### src/rtl/adpll_error_monitor.sv
// ADPLL phase-error monitor: running min/max/count stats, lock detection with
// hysteresis, and a one-shot capture buffer drained over a valid/ready port.
module adpll_error_monitor #(
    parameter int ERR_WIDTH   = 8,
    parameter int DEPTH       = 16,
    parameter int LOCK_THRESH = 4,
    parameter int LOCK_COUNT  = 32,
    parameter int CNT_WIDTH   = 16
) (
    input  logic                 fpga_clk_i,
    input  logic                 reset_ni,
    input  logic                 enable_i,
    input  logic                 sample_i,
    input  logic [ERR_WIDTH-1:0] error_i,
    input  logic                 clear_stats_i,
    input  logic                 arm_i,
    input  logic                 rd_ready_i,
    output logic                 rd_valid_o,
    output logic [ERR_WIDTH-1:0] rd_data_o,
    output logic                 busy_o,
    output logic                 capture_done_o,
    output logic                 locked_o,
    output logic                 stats_valid_o,
    output logic [ERR_WIDTH-1:0] err_min_o,
    output logic [ERR_WIDTH-1:0] err_max_o,
    output logic [CNT_WIDTH-1:0] sample_count_o
);
    localparam int PW = $clog2(DEPTH);
    localparam logic [ERR_WIDTH-1:0] ERR_POS_MAX = {1'b0, {(ERR_WIDTH-1){1'b1}}};
    localparam logic [ERR_WIDTH-1:0] ERR_NEG_MAX = {1'b1, {(ERR_WIDTH-1){1'b0}}};
    localparam logic [ERR_WIDTH+1:0] THR_IN  = (ERR_WIDTH+2)'(LOCK_THRESH);
    localparam logic [ERR_WIDTH+1:0] THR_OUT = (ERR_WIDTH+2)'(2 * LOCK_THRESH);
    localparam logic [7:0] RUN_MAX = 8'(LOCK_COUNT);
    localparam logic [PW-1:0] LAST = PW'(DEPTH - 1);

    typedef enum logic [1:0] {IDLE, FILL, DRAIN} state_t;

    state_t                state;
    logic [PW-1:0]         wr_ptr;
    logic [PW-1:0]         rd_ptr;
    logic [7:0]            run_cnt;
    logic [ERR_WIDTH-1:0]  mem [DEPTH];

    logic                  accept;
    logic [ERR_WIDTH-1:0]  abs_err;
    logic [ERR_WIDTH+1:0]  abs_ext;

    assign accept  = sample_i & enable_i;
    // Unsigned magnitude: the most negative code maps to 2^(ERR_WIDTH-1) exactly.
    assign abs_err = error_i[ERR_WIDTH-1] ? -error_i : error_i;
    assign abs_ext = {2'b00, abs_err};

    always_ff @(posedge fpga_clk_i) begin
        if (!reset_ni || clear_stats_i) begin
            err_min_o      <= ERR_POS_MAX;
            err_max_o      <= ERR_NEG_MAX;
            sample_count_o <= '0;
            stats_valid_o  <= 1'b0;
        end else if (accept) begin
            if ($signed(error_i) < $signed(err_min_o)) err_min_o <= error_i;
            if ($signed(error_i) > $signed(err_max_o)) err_max_o <= error_i;
            if (sample_count_o != '1) sample_count_o <= sample_count_o + CNT_WIDTH'(1);
            stats_valid_o <= 1'b1;
        end
    end

    always_ff @(posedge fpga_clk_i) begin
        if (!reset_ni) begin
            run_cnt  <= '0;
            locked_o <= 1'b0;
        end else if (accept) begin
            if (abs_ext <= THR_IN) begin
                if (run_cnt < RUN_MAX) run_cnt <= run_cnt + 8'd1;
                if (run_cnt >= RUN_MAX - 8'd1) locked_o <= 1'b1;
            end else begin
                // Middle band resets the run but keeps an existing lock.
                run_cnt <= '0;
                if (abs_ext > THR_OUT) locked_o <= 1'b0;
            end
        end
    end

    always_ff @(posedge fpga_clk_i) begin
        if (state == FILL && accept) mem[wr_ptr] <= error_i;
    end

    always_ff @(posedge fpga_clk_i) begin
        if (!reset_ni) begin
            state          <= IDLE;
            wr_ptr         <= '0;
            rd_ptr         <= '0;
            rd_valid_o     <= 1'b0;
            rd_data_o      <= '0;
            busy_o         <= 1'b0;
            capture_done_o <= 1'b0;
        end else begin
            capture_done_o <= 1'b0;
            case (state)
                IDLE: begin
                    if (arm_i) begin
                        state  <= FILL;
                        wr_ptr <= '0;
                        busy_o <= 1'b1;
                    end
                end
                FILL: begin
                    if (accept) begin
                        wr_ptr <= wr_ptr + PW'(1);
                        if (wr_ptr == LAST) begin
                            // Entry 0 was written long before the last one lands.
                            state      <= DRAIN;
                            rd_ptr     <= '0;
                            rd_valid_o <= 1'b1;
                            rd_data_o  <= mem[0];
                        end
                    end
                end
                DRAIN: begin
                    if (rd_ready_i) begin
                        rd_ptr <= rd_ptr + PW'(1);
                        if (rd_ptr == LAST) begin
                            rd_valid_o     <= 1'b0;
                            capture_done_o <= 1'b1;
                            busy_o         <= 1'b0;
                            state          <= IDLE;
                        end else begin
                            rd_data_o <= mem[rd_ptr + PW'(1)];
                        end
                    end
                end
                default: state <= IDLE;
            endcase
        end
    end
endmodule

### config.mk
export PLATFORM = sky130hd
export DESIGN_NAME = adpll_error_monitor
export DESIGN_NICKNAME = d
export VERILOG_FILES = /design/src/rtl/adpll_error_monitor.sv
export SDC_FILE = /design/constraint.sdc
export NUM_CORES = 1
export LEC_CHECK = 0
export ABC_AREA = 1
export CAP_MARGIN = 20
export CORE_MARGIN = 2
export CORE_UTILIZATION = 54
export DETAILED_ROUTE_END_ITERATION = 16
export GPL_TIMING_DRIVEN = 0
export PLACE_DENSITY_LB_ADDON = 0.2
export SYNTH_ARGS = -nofsm -noshare
export SYNTH_HDL_FRONTEND = slang
export SYNTH_SLANG_ARGS = --single-unit
### constraint.sdc
create_clock -name fpga_clk_i -period 2 [get_ports fpga_clk_i]
set_clock_uncertainty 0.05 [all_clocks]
set_input_delay 0.4 -clock fpga_clk_i [delete_from_list [all_inputs] [get_ports fpga_clk_i]]
set_output_delay 0.4 -clock fpga_clk_i [all_outputs]
set_load 0.01 [all_outputs]
==> metrics.md <==
| Metric | Value |
|---|---|
| Worst path required time | `1.55 ns` |
| Post-route DRC violation count | `0` |
| Arrival @ worst endpoint | `1.50 ns` |
| Startpoint types | `flop` |
| Clk root buf | `clkbuf_16` |
| Critical Path, Cell by Cell | `clkdlybuf4s50_1` |
| Drt via density | `5.45` |
| Crit path time final | `1.95 ns` |
| Slew @ Worst Pin | `0.593 ns` |
| Die Y-Extent | `132 µm` |
| Rel. slew slack | `60.5%` |
| #FFs+latches synth | `191` |
| Peak supply drop | `0.598 mV` |
| Sequential-to-total area share from yosys stat | `58.1%` |
| Max-cap violations | `0` |
| Vias in the first global route | `6,671` |
| Most frequent cells in the layout | `158 x nand2_1, 152 x nor2_1, 128 x edfxtp_1` |
| Detailed Routing Iterations Pass 1 | `6` |
| Post-route cell area | `10,500 µm²` |
| CTS tree | `done` |
| Hold buffers post-CTS | `0` |
| Site row count | `46` |
| Final Slew Violations | `0` |
| Initial antenna violation count | `0` |
| Power per cell area | `751 nW/µm²` |
| Cells after DPL | `1,215` |
| Hold Slack | `0.369 ns` |
| Non-Filler Instances | `1,255` |
| Critical path type | `flop to primary output` |
| First-pass GRT wire length | `33,700 µm` |
| Htree depth | `4` |
| Clk buf depth | `2` |
| Die width | `132 µm` |
| Final hold violation count | `0` |
| RSZ-0062 raised after global routing | `yes` |
| CP Max Fanout | `7` |
| Yosys cell types | `41` |
| Avg Synthesized Cell Area | `9.34 µm²` |
| Critical path's largest stage delay | `0.60 ns` |
| Iter 0 DRT Violations | `566` |
| Crit end category | `primary output` |
| Fin nets | `1,063` |
| Buf/Inv on CP | `1` |
| Final setup margin | `0.0518 ns` |
| Placeable Area | `15,900 µm²` |
| Die area | `17,300 µm²` |
| Syn_nets | `977` |
| Input/output buffers | `59` |
| I/O pin total | `60` |
| Final period utilization | `97.4%` |
| Status | `complete, no violations` |
| DR vias | `6,837` |
| Largest net degree at the start of global routing | `26` |
| Setup-failing EPs final | `0` |
| Worst skew pair latency | `0.44 ns` |
| GRT overflow | `0` |
| FMAX | `0.513 GHz` |
| Leakage power total | `3.88 nW` |
| Slowest CP cell | `clkdlybuf4s50_1` |
| Inserted Clock Buffers | `17` |
| Initial Util | `55.3%` |
| Placer Congestion | `0.883` |
| Most common cell after layout, fill and taps aside | `nand2_1` |
| Clk slew on worst S/H paths | `0.07 ns` |
| Setup_tns | `0 ns` |
| Post-DP Area | `9640 µm²` |
| Final WL | `21,000 µm` |
| Antenna-violating nets left | `0` |
| Area growth syn-to-layout | `19.5%` |
| Top Family by Delay on Critical Path | `buffers and inverters` |
| Detailed Place HPWL | `14,000 µm` |
| Share of cells above drive strength 1 | `13.4%` |
| Mapped Area | `8780 µm²` |
| WL per Instance | `16.8 µm` |
| Synthesized instance count | `940` |
| Hold Crit Class | `input port to flop` |
| R2r setup slk | `0.08 ns` |
| Ant. Diodes | `0` |
| Clock sink total | `191` |
| Yosys warns | `0` |
| GRT Total Usage | `24.9%` |
| Pre-CTS setup slack | `-1.42 ns` |
## cell usage after synthesis, drive strengths merged
cell / count / area [µm²]
a211oi: 1 / 7.51
nor3b: 2 / 15.0
buf: 14 / 86.3
o21bai: 1 / 7.51
nor2: 170 / 648
bufbuf: 1 / 32.5
or2: 1 / 6.26
nand3: 95 / 531
a21oi: 65 / 355
o21a: 1 / 7.51
nand2: 167 / 627
clkbuf: 20 / 106
dfxtp: 63 / 1260
o211ai: 1 / 7.51
ha: 22 / 275
o22ai: 1 / 6.26
xnor2: 2 / 17.5
edfxtp: 128 / 3840
inv: 78 / 298
xor2: 10 / 125
o21ai: 72 / 360
a31oi: 3 / 18.8
a221oi: 1 / 15.0
nand4: 11 / 68.8
nor4: 1 / 6.26
nor3: 8 / 40.0
and3: 1 / 6.26
## area by class of cell
cell class	count	area [µm²]
clock buffer	20	437
buffer	34	253
clock inverter	12	111
timing repair buffer	67	628
fill	1284	5390
multi-input combinational	637	3380
sequential	191	5110
inverter	78	307
tap	216	270
## final timing paths
kind | from | end | cells past startpoint
setup / recovery | sample_count_o[5]$_SDFFE_PP0P_ | sample_count_o[5] | 1
hold / removal | error_i[0] | mem[9][0]$_DFFE_PP_ | 1
setup reg to reg | rd_ptr[1]$_SDFFE_PN0P_ | rd_data_o[7]$_SDFFE_PN0P_ | 10
hold reg to reg | run_cnt[6]$_SDFFE_PN0P_ | run_cnt[6]$_SDFFE_PN0P_ | 2
## cells by family after synthesis
kind of cell / share of synthesized area [%]
buffers and inverters: 5.96
AOI/OAI and AO/OA: 8.95
adders and majority gates: 3.14
DFF: 58.1
xor gates and xnor gates: 1.62
and+or+nand+nor: 22.2
## worst register-to-register path, delay by kind of cell (launching register included)
kind,cells,cell delay [ns]
AOI/OAI and AO/OA,2,0.26
adders and majority gates,1,0.35
buffers and inverters,2,0.29
DFF,1,0.36
and+or+nand+nor,5,0.55
## flip-flops by register name, indices dropped and copies added, names as in the netlist
signal / flops
wr_ptr: 4
err_min_o: 8
busy_o: 1
err_max_o: 8
rd_data_o: 8
rd_ptr: 4
capture_done_o: 1
rd_valid_o: 1
run_cnt: 8
mem: 128
stats_valid_o: 1
sample_count_o: 16
locked_o: 1
state: 2
## per-layer routing
metal  up-vias  share of wire (%)  track usage (%)  routed length, µm
li1       3350                  -                -                  -
met1      3189                 42             31.4               8900
met2       243                 49             41.2              10200
met3        55                5.6             4.24               1180
met4         0                3.5             13.2                737
met5         -                  0                0                  0
## metrics by stage
stage / power, mW / util (%)
after floorplan: 4.57 / -
after global placement: 4.76 / 60.7
after detailed placement: 4.77 / 60.7
after CTS: 7.88 / 65.4
after global routing: 8.13 / 66.0
final: 7.88 / 66.0
## report_power, final
| group | switching [mW] | leakage [nW] | internal (mW) |
|---|---|---|---|
| Sequential | 0.0254 | 1.66 | 4.24 |
| Combinational | 0.292 | 1.96 | 0.149 |
| Clock | 1.45 | 0.259 | 1.72 |
## repair_timing
item	in CTS	in global routing
setup endpoints to repair	171	79
cloned	1	0
pin swaps	6	4
gates resized for setup	97	36
buffers inserted	2	6
No activity file was read; power rests on OpenSTA's default activity.
